--- config.mk ---
export PLATFORM = sky130hd
export DESIGN_NAME = mux_sel_stage
export DESIGN_NICKNAME = d
export VERILOG_FILES = /design/src/rtl/mux_sel_stage.sv
export SDC_FILE = /design/constraint.sdc
export NUM_CORES = 1
export LEC_CHECK = 0
export ABC_CLOCK_PERIOD_IN_PS = 1450
export CAP_MARGIN = 20
export CORE_MARGIN = 8
export CORE_UTILIZATION = 38
export CTS_BUF_LIST = sky130_fd_sc_hd__clkbuf_4 sky130_fd_sc_hd__clkbuf_8
export DETAILED_ROUTE_END_ITERATION = 10
export PLACE_DENSITY = 0.78
export SLEW_MARGIN = 20
export SYNTH_ARGS = -nofsm -noshare
export SYNTH_HDL_FRONTEND = slang
export SYNTH_SLANG_ARGS = --single-unit
--- constraint.sdc ---
create_clock -name clk -period 1.45 [get_ports clk]
set_input_delay 0.435 -clock clk [delete_from_list [all_inputs] [get_ports clk]]
set_output_delay 0.435 -clock clk [all_outputs]
set_load 0.01 [all_outputs]
--- src/rtl/mux_sel_stage.sv ---
// mux_sel_stage: registered N:1 operand select with a two-entry skid buffer and registered in_ready
module mux_sel_stage #(
    parameter  int WIDTH  = 64,
    parameter  int NUM_IN = 4,
    localparam int SEL_W  = (NUM_IN > 1) ? $clog2(NUM_IN) : 1
) (
    input  logic                    clk,
    input  logic                    reset_n,
    input  logic [NUM_IN*WIDTH-1:0] data_in,
    input  logic [SEL_W-1:0]        sel,
    input  logic                    in_valid,
    output logic                    in_ready,
    input  logic                    flush,
    output logic [WIDTH-1:0]        out_data,
    output logic                    out_valid,
    input  logic                    out_ready,
    output logic                    sel_err
);
    logic [WIDTH-1:0] main_q, main_d, skid_q, skid_d, sel_val;
    logic             main_vld_q, main_vld_d, skid_vld_q, skid_vld_d, err_q, err_d;
    logic             accept, drain, sel_oob;

    // in_ready depends only on the skid flag, so no path from out_ready reaches it
    assign accept  = in_valid && !skid_vld_q;
    assign drain   = main_vld_q && out_ready;
    assign sel_oob = int'(sel) >= NUM_IN;

    // Source decode; an index outside the source range leaves the value at zero
    always_comb begin
        sel_val = '0;
        for (int k = 0; k < NUM_IN; k++)
            if (sel == SEL_W'(k)) sel_val = data_in[k*WIDTH +: WIDTH];
    end

    // Next state: flush empties both entries, otherwise main refills from skid first to keep FIFO order
    always_comb begin
        main_d     = main_q;
        main_vld_d = main_vld_q;
        skid_d     = skid_q;
        skid_vld_d = skid_vld_q;
        err_d      = err_q | (accept && !flush && sel_oob);
        if (flush) begin
            main_vld_d = 1'b0;
            skid_vld_d = 1'b0;
            skid_d     = '0;
        end else if (!main_vld_q || drain) begin
            if (skid_vld_q) begin
                main_d     = skid_q;
                main_vld_d = 1'b1;
                skid_d     = '0;
                skid_vld_d = 1'b0;
            end else begin
                main_vld_d = accept;
                main_d     = accept ? sel_val : main_q;
            end
        end else if (accept) begin
            skid_d     = sel_val;
            skid_vld_d = 1'b1;
        end
    end

    // State registers; reset clears everything immediately, dropping any held beats
    always_ff @(posedge clk or negedge reset_n) begin
        if (!reset_n) begin
            main_q     <= '0;
            main_vld_q <= 1'b0;
            skid_q     <= '0;
            skid_vld_q <= 1'b0;
            err_q      <= 1'b0;
        end else begin
            main_q     <= main_d;
            main_vld_q <= main_vld_d;
            skid_q     <= skid_d;
            skid_vld_q <= skid_vld_d;
            err_q      <= err_d;
        end
    end

    assign in_ready  = !skid_vld_q;
    assign out_data  = main_q;
    assign out_valid = main_vld_q;
    assign sel_err   = err_q;
endmodule

After elaboration in Yosys (flattened, before gate mapping) --
Index checks and enable logic that the tools add are counted.
Storage, ports and cells: register bits after elaboration 130, output and inout port bits 67, logic and storage cells 35
Operators by class: eq/ne operators 4, mux-type cells 15, bitwise logic cells 1, reductions and logical operators 11
Operators with widths (number):
- 64-bit two-way mux | 9
- 1-bit two-way mux | 6
- 2-bit == test (second input constant) | 2
- 2-bit nonzero test | 2
- 3-bit != test (second input constant) | 1
- 3-bit AND reduction | 1
- 3-bit nonzero test | 1
- 2-bit by 1-bit == test with 1-bit output (second input constant) | 1
- 1-bit logical AND | 2
- 1-bit zero test | 2
- 2-bit zero test | 1
- 2-bit AND reduction | 1
- 1-bit logical OR | 1
- 1-bit NOT | 1

Logic depth before layout (Yosys ltp) --
Gate-level depths: netlist of run 1.
depth in word-level cells 8, depth in mapped cells 6, gate-level depth less buffers 3

Worst setup path before layout of run 1 --
Ideal clock, no wire load.
path type in2reg, start point in sel[0], end point reg skid_q[0], arrival time 1.533 ns, data required time 1.329 ns, slack -0.204 ns, stages 4, buffers on the path 2, cell sequence buf_4 > buf_4 > mux4_2 > a22o_1
Between the ends: word-level cells in the longest chain between the ends 8
RTL lines:
- start: declaration | line 10 | input logic [SEL_W-1:0] sel,
- 2-bit zero test | line 32 | if (sel == SEL_W'(k)) sel_val = data_in[k*WIDTH +: WIDTH];
- 64-bit two-way mux (3 in a row) | line 32
- 64-bit two-way mux * | line 32
- 64-bit two-way mux * | line 56 | end else if (accept) begin
- 64-bit two-way mux * | line 46 | end else if (!main_vld_q || drain) begin
- 64-bit two-way mux * | line 42 | if (flush) begin
- end signal: assignment | line 73 | skid_q <= skid_d;
- end: declaration | line 19 | logic [WIDTH-1:0] main_q, main_d, skid_q, skid_d, sel_val;
Every way passes the cells marked *; elsewhere a longest branch is shown, timed or not. The select of a mux whose other input is x is not followed. A chain may end at the register's enable or synchronous reset.

Worst setup path in the final report of run 1 --
start point reg skid_vld_q, end point reg main_q[59] (netlist: out_data[59])
Between the ends: word-level cells in the longest chain between the ends 4
RTL lines:
- start: declaration | line 20 | logic main_vld_q, main_vld_d, skid_vld_q, skid_vld_d, err_q, err_d;
- start signal: assignment | line 74 | skid_vld_q <= skid_vld_d;
- 1-bit zero test | line 24 | assign accept = in_valid && !skid_vld_q;
- 1-bit logical AND | line 24
- 2-bit nonzero test (no line)
- 3-bit AND reduction (no line)
- end signal: assignment | line 71 | main_q <= main_d;
- end: declaration | line 19
Parallel ways exist; a longest one is shown, timed or not.

==> summary.txt, run 1 <==
Die Height: 150.9 um
Synth Area per Inst: 11.73 um2
Netlist cell types: 22
Final worst path period share: 1.115
Overflow after GRT: 0
Met1 GRT Util: 0.2691
Post-route antenna net violation count: 0
Layout area overhead: 76.32%
Synth Instances: 590
Reg power frac: 0.385
Chip Width: 150.9 um
Largest net degree at the start of global routing: 46
Post-synthesis async set-or-reset flop share: 1.000
# IOs: 330
Pwr/cell area: 910.0 nW/um2
CP startpoint kind: flip-flop
Hold slack final: 0.4546 ns
Clock power share: 0.290
Inserted Clock Buffers: 17
Initial core utilization: 0.3864
Design area: 12200 um2
Top_reg_cell synth: dfrtp_1
Sequential share of the synthesized area: 0.4702
Initial antenna violation count: 0
Critical Path Fanout Max: 7
# clock sinks: 130
Pint: 7929 uW
GRT busiest layer: met2
Yosys reg bits: 130
Setup violators final: 129
R2R setup slack: -0.17 ns
Diodes inserted: 0
Via count: 6853
FF-to-FF path depth: 6
Leak pwr: 0.004934 uW
Deepest clock path buffer count: 2
Rows: 49
Most common cell after layout, fill and taps aside: clkdlybuf4s50_1
Endpoints failing hold: 0
DR iter-0 viols: 341
F_max: 0.6184 GHz
Die ar.: 22780 um2
Clock transition at path regs: 0.07 ns
Clk_lat worst skew: 0.43 ns
CTS tree: built
Reg2reg start: skid_vld_q
CP required: 1.80 ns
Max-cap viol count: 0
# nets final: 1216
Global-route wire length before repair: 38830 um
Post-synth EDFFs: 0
Placer Congestion: 0.7521
Psw: 3171 uW
Hpwl dp: 17950 um
Syn Nets: 853
Dpl cell area: 10560 um2
Initial DRT Pass Iterations: 4
Met3 GRT Util: 0.06603
Share of layout cells above drive strength 1: 0.3358
Final WS setup: -0.1670 ns
R2R Path End: out_data[59]
Number of port buffers: 328
GR Layer Usage met2: 0.3717
Pins Over Slew Limit: 0
Peak VDD IR: 0.6027 mV
Synthesis Warnings: 0
Sw Ratio: 0.2857
Root Buffer: clkbuf_8
Setup Skew: 0.008615 ns
CTS H-tree lvls: 4
Status: finished, violations left
RSZ-0062 raised after global routing: true
Avg WL per Cell: 24.42 um
# DRC: 0
Hold Path Class: in2async
Logic pwr share: 0.324
Via density: 5.740
Fin crit period: 1.617 ns
Mapped Area: 6918 um2
Failing checks: setup timing
Crit. End Element: flip-flop
Arrival time at the worst endpoint: 1.97 ns
Most frequent cells in the layout: clkdlybuf4s50_1, dfrtp_1, nand2_1
Total GRT Usage: 0.2207
Worst Path Class, Setup: reg2reg
Final wirelength: 29160 um
Vias in the first global route: 7057
Core area: 17900 um2
power groups by stage:
| stage | logic (uW) | clock network, uW | registers, uW |
|---|---|---|---|
| finish | 3600 | 3220 | 4280 |
| global route | 3820 | 3420 | 4310 |
| CTS | 2830 | 3230 | 4220 |
| detailed placement | 3040 | 0 | 4300 |
| global placement | 2990 | 0 | 4290 |
| floorplan | 1070 | 0 | 4430 |
repair_timing:
item | 4_1_cts | 5_1_grt
hold buffers | 1 | 0
gates resized for setup | 280 | 118
setup endpoints to repair | 194 | 153
gates cloned | 5 | 20
hold endpoints to repair | 23 | 0
setup buffers | 7 | 18
pin swaps | 4 | 42
final cells by class:
class / count / area [um2]
sequential: 130 / 3254
timing repair buffer: 408 / 4242
multi-input combinational: 395 / 3990
inverter: 1 / 8.758
fill: 1331 / 5704
tap: 229 / 286.5
clock buffer: 27 / 346.6
clock inverter: 4 / 70.07
cells in the mapped netlist (3+ instances only):
cell      instances  share of area
dfrtp_1         130           0.47
nand2_1         128          0.069
a21oi_1          65          0.047
a22o_1           64          0.081
a31oi_1          64          0.058
mux4_2           64           0.21
clkbuf_1         32          0.017
buf_2            12         0.0087
buf_4            10          0.011
buf_6             7          0.011
buf_1             3         0.0016
sequential cells by signal, summed over array words and instances (netlist names):
name / flops
out_data: 64
out_valid: 1
skid_q: 64
skid_vld_q: 1
worst max-delay path, cell delays in order, from the launching register on:
cell and delay [ns]:
dfrtp_2 0.43, buf_6 0.14, buf_6 0.13, o21ba_4 0.24
and2_4 0.24, clkbuf_16 0.20, a31oi_1 0.15
metrics by stage:
stage	util	cells	setup WS [ns]	power, uW	TNS (ns)
detailed placement	0.5901	1114	-0.5946	7340	-63.76
global route	0.6814	1194	-0.2193	11560	-19.99
CTS	0.6079	1158	-0.1656	10290	-14.47
floorplan	-	590	-0.08769	5497	-8.452
finish	0.6814	1194	-0.1670	11100	-15.42
global placement	0.5901	1114	-0.5300	7277	-59.41
cells by family after synthesis:
logic type	Yosys count	share of synthesized area
multiplexers	64	0.2084
flip-flops	130	0.4702
buffers and inverters	66	0.05118
AND/OR/NAND/NOR	134	0.07940
AO/OA/AOI/OAI	195	0.1903
other	1	0.0005421
layer usage:
layer	part of all wire	wire [um]	vias up
met4	0.018	513	0
met5	0	0	-
met2	0.52	15170	359
met3	0.093	2719	36
met1	0.37	10760	3471
li1	-	-	2987
worst max path at each step:
| stage | from | to | slack, ns |
|---|---|---|---|
| 2_1_floorplan | sel[0] | skid_q[10] | -0.09 |
| 3_3_place_gp | out_ready | skid_q[31] | -0.53 |
| 3_5_place_dp | out_ready | skid_q[24] | -0.59 |
| 4_1_cts | skid_vld_q | in_ready | -0.17 |
| 5_1_grt | skid_vld_q | skid_q[50] | -0.22 |
| 6_report | skid_vld_q | out_data[59] | -0.17 |
Power figures use the tool's default switching activity.
==> inputs of run 2 (changes only) <==
--- a/config.mk
+++ b/config.mk
@@ -6,10 +6,11 @@
 export NUM_CORES = 1
 export LEC_CHECK = 0
 export ABC_CLOCK_PERIOD_IN_PS = 1450
-export CAP_MARGIN = 20
+export CAP_MARGIN = 25
 export CORE_MARGIN = 8
 export CORE_UTILIZATION = 38
 export CTS_BUF_LIST = sky130_fd_sc_hd__clkbuf_4 sky130_fd_sc_hd__clkbuf_8
+export CTS_CLUSTER_DIAMETER = 120
 export DETAILED_ROUTE_END_ITERATION = 10
 export PLACE_DENSITY = 0.78
 export SLEW_MARGIN = 20
==> results of run 2 <==
Final layout, timing and power as in run 1 (identical DEF).
